File: src/rtl/sram_port_arbiter.sv
// Arbitrates the I-fetch and D ports onto one single-port SRAM macro.
// One transaction in flight; D has priority with a starvation guard for I.
module sram_port_arbiter #(
    parameter int unsigned ADDR_WIDTH = 13,
    parameter int unsigned RD_LATENCY = 1,
    parameter int unsigned MAX_STARVE = 4
) (
    input  logic                  clk_i,
    input  logic                  rst_i,
    input  logic                  i_req_valid_i,
    output logic                  i_req_ready_o,
    input  logic [31:0]           i_req_addr_i,
    output logic                  i_rsp_valid_o,
    output logic [31:0]           i_rsp_rdata_o,
    output logic                  i_rsp_err_o,
    input  logic                  d_req_valid_i,
    output logic                  d_req_ready_o,
    input  logic [31:0]           d_req_addr_i,
    input  logic                  d_req_we_i,
    input  logic [31:0]           d_req_wdata_i,
    input  logic [3:0]            d_req_wmask_i,
    output logic                  d_rsp_valid_o,
    output logic [31:0]           d_rsp_rdata_o,
    output logic                  d_rsp_err_o,
    output logic                  sram_csb_o,
    output logic                  sram_web_o,
    output logic [3:0]            sram_wmask_o,
    output logic [ADDR_WIDTH-1:0] sram_addr_o,
    output logic [31:0]           sram_din_o,
    input  logic [31:0]           sram_dout_i,
    output logic                  busy_o
);

    typedef enum logic [1:0] {
        IDLE,
        ISSUE,
        WAIT,
        RESP
    } state_e;

    localparam logic [2:0] LAT        = 3'(RD_LATENCY);
    localparam logic [3:0] STARVE_LIM = 4'(MAX_STARVE);

    state_e                  state_q;
    logic [2:0]              cnt_q;
    logic [3:0]              starve_q;
    logic                    gnt_i_q;
    logic                    we_q;
    logic                    csb_q;
    logic                    web_q;
    logic [3:0]              wmask_q;
    logic [ADDR_WIDTH-1:0]   addr_q;
    logic [31:0]             din_q;
    logic                    i_rsp_valid_q;
    logic                    d_rsp_valid_q;
    logic [31:0]             i_rdata_q;
    logic [31:0]             d_rdata_q;
    logic                    i_err_q;
    logic                    d_err_q;

    logic                    idle;
    logic                    starved;
    logic                    i_win;
    logic                    i_fire;
    logic                    d_fire;
    logic [31:0]             req_addr;
    logic                    req_we;
    logic                    req_oor;
    logic [ADDR_WIDTH-1:0]   req_word;
    logic                    unused_addr_lsb;

    assign idle    = (state_q == IDLE);
    assign starved = (starve_q == STARVE_LIM);

    // D is the default winner; I wins when D is absent or I has starved
    assign i_win = i_req_valid_i & (~d_req_valid_i | starved);

    assign i_req_ready_o = idle & i_win;
    assign d_req_ready_o = idle & ~i_win;

    assign i_fire = i_req_ready_o & i_req_valid_i;
    assign d_fire = d_req_ready_o & d_req_valid_i;

    assign req_addr = i_win ? i_req_addr_i : d_req_addr_i;
    assign req_we   = ~i_win & d_req_we_i;
    assign req_oor  = |req_addr[31:ADDR_WIDTH+2];
    assign req_word = req_addr[ADDR_WIDTH+1:2];

    assign unused_addr_lsb = ^{i_req_addr_i[1:0], d_req_addr_i[1:0]};

    always_ff @(posedge clk_i or posedge rst_i) begin
        if (rst_i) begin
            state_q       <= IDLE;
            cnt_q         <= '0;
            starve_q      <= '0;
            gnt_i_q       <= 1'b0;
            we_q          <= 1'b0;
            csb_q         <= 1'b1;
            web_q         <= 1'b1;
            wmask_q       <= '0;
            addr_q        <= '0;
            din_q         <= '0;
            i_rsp_valid_q <= 1'b0;
            d_rsp_valid_q <= 1'b0;
            i_rdata_q     <= '0;
            d_rdata_q     <= '0;
            i_err_q       <= 1'b0;
            d_err_q       <= 1'b0;
        end else begin
            unique case (state_q)
                IDLE: begin
                    if (i_fire | d_fire) begin
                        gnt_i_q <= i_fire;
                        we_q    <= req_we;
                        if (i_fire) begin
                            starve_q <= '0;
                        end else if (i_req_valid_i && !starved) begin
                            starve_q <= starve_q + 4'd1;
                        end
                        if (req_oor) begin
                            state_q       <= RESP;
                            i_rsp_valid_q <= i_fire;
                            d_rsp_valid_q <= d_fire;
                            i_err_q       <= i_fire;
                            d_err_q       <= d_fire;
                        end else begin
                            state_q <= ISSUE;
                            csb_q   <= 1'b0;
                            web_q   <= ~req_we;
                            wmask_q <= req_we ? d_req_wmask_i : 4'b0;
                            addr_q  <= req_word;
                            din_q   <= req_we ? d_req_wdata_i : 32'b0;
                        end
                    end
                end
                ISSUE: begin
                    csb_q   <= 1'b1;
                    web_q   <= 1'b1;
                    wmask_q <= '0;
                    addr_q  <= '0;
                    din_q   <= '0;
                    if (we_q) begin
                        state_q       <= RESP;
                        d_rsp_valid_q <= 1'b1;
                        d_rdata_q     <= '0;
                    end else begin
                        state_q <= WAIT;
                        cnt_q   <= LAT;
                    end
                end
                WAIT: begin
                    if (cnt_q == 3'd1) begin
                        state_q <= RESP;
                        if (gnt_i_q) begin
                            i_rsp_valid_q <= 1'b1;
                            i_rdata_q     <= sram_dout_i;
                        end else begin
                            d_rsp_valid_q <= 1'b1;
                            d_rdata_q     <= sram_dout_i;
                        end
                    end else begin
                        cnt_q <= cnt_q - 3'd1;
                    end
                end
                RESP: begin
                    state_q       <= IDLE;
                    i_rsp_valid_q <= 1'b0;
                    d_rsp_valid_q <= 1'b0;
                    i_rdata_q     <= '0;
                    d_rdata_q     <= '0;
                    i_err_q       <= 1'b0;
                    d_err_q       <= 1'b0;
                end
                default: state_q <= IDLE;
            endcase
        end
    end

    assign i_rsp_valid_o = i_rsp_valid_q;
    assign i_rsp_rdata_o = i_rdata_q;
    assign i_rsp_err_o   = i_err_q;
    assign d_rsp_valid_o = d_rsp_valid_q;
    assign d_rsp_rdata_o = d_rdata_q;
    assign d_rsp_err_o   = d_err_q;
    assign sram_csb_o    = csb_q;
    assign sram_web_o    = web_q;
    assign sram_wmask_o  = wmask_q;
    assign sram_addr_o   = addr_q;
    assign sram_din_o    = din_q;
    assign busy_o        = ~idle;

endmodule
File: config.mk
export PLATFORM = sky130hd
export DESIGN_NAME = sram_port_arbiter
export DESIGN_NICKNAME = d
export VERILOG_FILES = /design/src/rtl/sram_port_arbiter.sv
export SDC_FILE = /design/constraint.sdc
export NUM_CORES = 1
export LEC_CHECK = 0
export CORE_UTILIZATION = 43
export DETAILED_ROUTE_END_ITERATION = 8
export PLACE_DENSITY = 0.9
export SLEW_MARGIN = 0
export SYNTH_ARGS = -nofsm -noshare
export SYNTH_HDL_FRONTEND = slang
export SYNTH_SLANG_ARGS = --single-unit
File: constraint.sdc
create_clock -name clk_i -period 7.1 [get_ports clk_i]
set_clock_uncertainty 0.1 [all_clocks]
set_input_delay 1.42 -clock clk_i [delete_from_list [all_inputs] [get_ports clk_i]]
set_output_delay 1.42 -clock clk_i [all_outputs]
set_load 0.05 [all_outputs]
Yosys cells after proc, flatten, opt, wreduce, memory -nomap -nowiden
Cells that the tools add are included.
- add/sub/neg operators: 2
- equal/unequal tests: 14
- muxes and demuxes: 48
- bitwise operators: 12
- reduce and logical (&&, ||, !) cells: 21
- operator list (operator ; number):
    $mux 32 ; 9
    $pmux 32 s2 ; 2
    $pmux 32 s3 ; 1
    $mux 13 ; 2
    $pmux 13 s2 ; 1
    $mux 4 ; 5
    $reduce_or 17->1 ; 1
    $reduce_and 3->1 ; 5
    $mux 1 ; 14
    $ne 2x2->1 const B ; 7
    $reduce_and 5->1 ; 2
    $reduce_bool 2->1 ; 5
    $pmux 1 s2 ; 4
    $pmux 2 s4 ; 1
    $pmux 4 s2 ; 1
    $and 1x1->1 ; 6
    $mux 2 ; 3
    $mux 3 ; 2
    $pmux 3 s2 ; 1
    $reduce_bool 3->1 ; 2
    $add 4x1->4 const B ; 1
    $eq 2x2->1 const B ; 2
    $eq 4x3->1 const B ; 1
    $ne 2x1->1 const B ; 2
    12 further kinds ; 17
- bits in registers: 130
- bits of input ports: 137
- output and inout port bits: 122
- word-level logic and storage cells: 113

Logic depth before layout (Yosys ltp)
- word-level depth: 9
- depth in mapped cells: 10
- gate-level depth less buffers: 7

Worst setup path after synthesis
Ideal clock, no wire load.
- path type: input port to output port
- from: in i_req_valid_i
- to: out d_req_ready_o
- arrival: 2713 ps
- required time: 5580 ps
- setup slack: 2867 ps
- stages: 4
- buffers on the path: 2
- path through: a21boi_2 -> buf_4 -> buf_2 -> nor2_1
- word-level cells in the longest chain between the ends: 3
- ends and longest elaborated chain (item ; RTL line ; source):
    start, declared ; 10 ; input logic i_req_valid_i,
    $and 1x1->1 ; 76 ; assign i_win = i_req_valid_i & (~d_req_valid_i | starved);
    $not 1->1 ; 79 ; assign d_req_ready_o = idle & ~i_win;
    $and 1x1->1 ; 79 ;
    end, declared ; 17 ; output logic d_req_ready_o,
No other way between the ends.

Final worst setup path
- from: in i_req_valid_i
- to: out i_req_ready_o
- word-level cells in the longest chain between the ends: 2
- ends and longest elaborated chain (item ; RTL line ; source):
    $and 1x1->1 ; 76 ;
    $and 1x1->1 ; 78 ; assign i_req_ready_o = idle & i_win;
    end, declared ; 11 ; output logic i_req_ready_o,
No other way between the ends.

==> flow_summary.ini <==
[synth]
synth_cell_types = 53
synth_area_um2 = 6410
synth_fa_ha_area_frac = 0.0176
synth_cells = 693
synth_compound_area_frac = 0.167
synth_top_family_by_area = simple AND/OR/NAND/NOR gates
synthSimpleGateAreaFrac = 0.188
synth_edf_count = 0
ys_seq_area_frac = 0.508
yosys_warnings = 0
synth_ff_type = dfrtp_1
async_flop_share = 1.00
synth_fp_nets = 839
ys_ff_latch = 130
avgSynthCellArea_um2 = 9.26
synthMuxAreaShare = 0.0796
synth_xor_area_frac = 0

[place]
gp_congestion = 0.829
io_buffers = 254
dpl_cell_area_um2 = 9060
hpwl_um = 12200

[timing]
max_clock_freq_mhz = 195
timing.final.crit_share = 0.721
slew_headroom = 0.318
tns_ps = 0
hold_viol = 0
drv_slew = 0
finalCriticalPeriod_ps = 5120
rsz0062_at_grt = false
worst_pin_slew_ps = 1020
setup_viol = 0

[global_route]
grt-ovfl-total = 0
grt_usage = 0.234
grt_pass1_vias = 5718
grt_pass1_wl_um = 28000
antenna_found_initial = 0
grt_max_degree = 74

[min_path]
hold_class = register to register

[final_layout]
drive_above_1_share = 0.0609
stdcell_area_um2 = 9640
area_growth_pct = 50.2
final_cell_mix = clkdlybuf4s50_1 (254), nand2_1 (182), dfrtp_1 (128)
layout.nets = 1069
diodes = 0
layout_commonest_cell = clkdlybuf4s50_1

[floorplan]
num_rows = 44
coreArea_um2 = 14500
pin_count = 259
initial_utilization = 0.441
die_area_um2 = 15400
die_y_um = 124
fp.dieW_um = 124

[clocking]
clockBufferDepth = 2
clk_pin_slew_ps = 60
cts.sinks = 130
cts_resized = 0
cts-buffers-inserted = 17
cts_setup_buffers = 0
cts_hold_buf = 0
clk_latency_ps = 410
cts_root_buffer = clkbuf_16
htreeDepth = 4
cts_tree = built

[detailed_routing]
routed_wl_um = 17800
avgViaCountPerCell = 5.28
avgRoutedWirePerCell_um = 15.9
route.antenna.remaining_nets = 0
first_pass_iters = 4
drtIter0Drc = 280
vias = 5909
drc = 0

[status]
status = finished clean

[critical_path]
path_class = input pin to primary output
cp.required_ps = 5580
critPathArrivalTime_ps = 3600
start_kind = input pin
path_max_fanout = 13
end_kind = primary output

[power_and_ir_drop]
powerDensity_nw_per_um2 = 362
leakagePower_nw = 4.27
vdd_drop_max_mv = 0.247

[flow_run]
maxCapViolations = 0
per-stage QoR:
| step | utilization | hold WS [ps] | total power [W] | std cells | setup slack, ps |
|---|---|---|---|---|---|
| 6_report | 0.663 | 377 | 0.00349 | 1120 | 1980 |
| 5_1_grt | 0.663 | 409 | 0.00370 | 1120 | 1920 |
| 4_1_cts | 0.663 | 382 | 0.00351 | 1120 | 2020 |
| 3_5_place_dp | 0.624 | 369 | 0.00266 | 1088 | 2020 |
| 3_3_place_gp | 0.624 | 360 | 0.00262 | 1088 | 2050 |
| 2_1_floorplan | - | 372 | 0.00212 | 693 | 2110 |
per-layer routing:
layer	track usage	vias up	wire length, um
li1	-	2856	-
met5	0	-	0
met2	0.385	211	8540
met1	0.283	2817	7370
met3	0.0833	25	1550
met4	0.0826	0	296
Yosys cell counts, types with 2 or more instances:
| library cell | n | area share |
|---|---|---|
| a31oi_1 | 2 | 0.0020 |
| a21o_1 | 2 | 0.0023 |
| a22o_1 | 2 | 0.0027 |
| dfstp_2 | 2 | 0.0082 |
| inv_1 | 12 | 0.0070 |
| dfrtp_1 | 128 | 0.50 |
| a221o_1 | 2 | 0.0031 |
| a31o_1 | 6 | 0.0082 |
| nand2_1 | 183 | 0.11 |
| o31ai_1 | 8 | 0.0094 |
| nand3_1 | 3 | 0.0023 |
| mux2i_1 | 51 | 0.080 |
| o21ai_0 | 74 | 0.058 |
| nor4_1 | 8 | 0.0078 |
| clkbuf_1 | 42 | 0.025 |
| ha_1 | 9 | 0.018 |
| and4_1 | 2 | 0.0027 |
| o311ai_0 | 3 | 0.0041 |
| a2111oi_0 | 7 | 0.0096 |
| o311a_1 | 2 | 0.0031 |
| a21oi_1 | 40 | 0.031 |
| nor3_1 | 3 | 0.0023 |
| o221a_2 | 6 | 0.011 |
| nor2b_1 | 38 | 0.037 |
| nor2_1 | 17 | 0.0099 |
| o21a_1 | 6 | 0.0070 |
| buf_2 | 7 | 0.0055 |
| nand4_1 | 3 | 0.0029 |
critical path: stages:
cell,delay [ps]
clkdlybuf4s50_1,730
nand2_1,200
a21oi_1,350
clkdlybuf4s50_1,880
state kept, by name, indices dropped and copies added (netlist names), 2 cells and up:
register	cells
i_rsp_rdata_o	32
d_rsp_rdata_o	32
sram_addr_o	13
sram_wmask_o	4
cnt_q	3
state_q	2
sram_din_o	32
starve_q	4
cells by family (layout without fill, tap and decap cells):
group | Yosys count | in the layout
compound gates | 172 | 172
fa+ha+maj | 9 | 9
buf+inv | 64 | 307
flops | 130 | 130
mux | 51 | 51
simple gates | 267 | 267
power by group:
| group | internal [W] | switching, W | leakage [nW] |
|---|---|---|---|
| clock network | 0.000532 | 0.000311 | 0.280 |
| logic | 0.000529 | 0.00111 | 2.23 |
| registers | 0.000896 | 0.000113 | 1.76 |
| total | 0.00196 | 0.00153 | 4.27 |
area by class of cell:
| class | count | area, um2 |
|---|---|---|
| fillers | 1116 | 4900 |
| clock inverters | 10 | 109 |
| inverters | 12 | 47.5 |
| multi-input cells | 499 | 2920 |
| flip-flops and latches | 130 | 3260 |
| well taps | 184 | 230 |
| repair buffers | 263 | 2610 |
| clock buffers | 22 | 464 |
path summary, 6_finish.rpt:
| path | start | end | cells after the start | slack, ps |
|---|---|---|---|---|
| setup / recovery | i_req_valid_i | i_req_ready_o | 4 | 1980 |
| hold / removal | d_rsp_rdata_o[21]$_DFFE_PP0P_ | d_rsp_rdata_o[21]$_DFFE_PP0P_ | 2 | 380 |
| setup reg to reg | state_q[1]$_DFFE_PP0P_ | sram_csb_o$_DFFE_PP1P_ | 7 | 3860 |
| hold reg to reg | d_rsp_rdata_o[21]$_DFFE_PP0P_ | d_rsp_rdata_o[21]$_DFFE_PP0P_ | 2 | 380 |
| max in group asynchronous | rst_i | d_rsp_rdata_o[24]$_DFFE_PP0P_ | 3 | 4130 |
| min in group asynchronous | rst_i | sram_din_o[17]$_DFFE_PP0P_ | 2 | 1460 |
No activity file was read; power rests on OpenSTA's default activity.
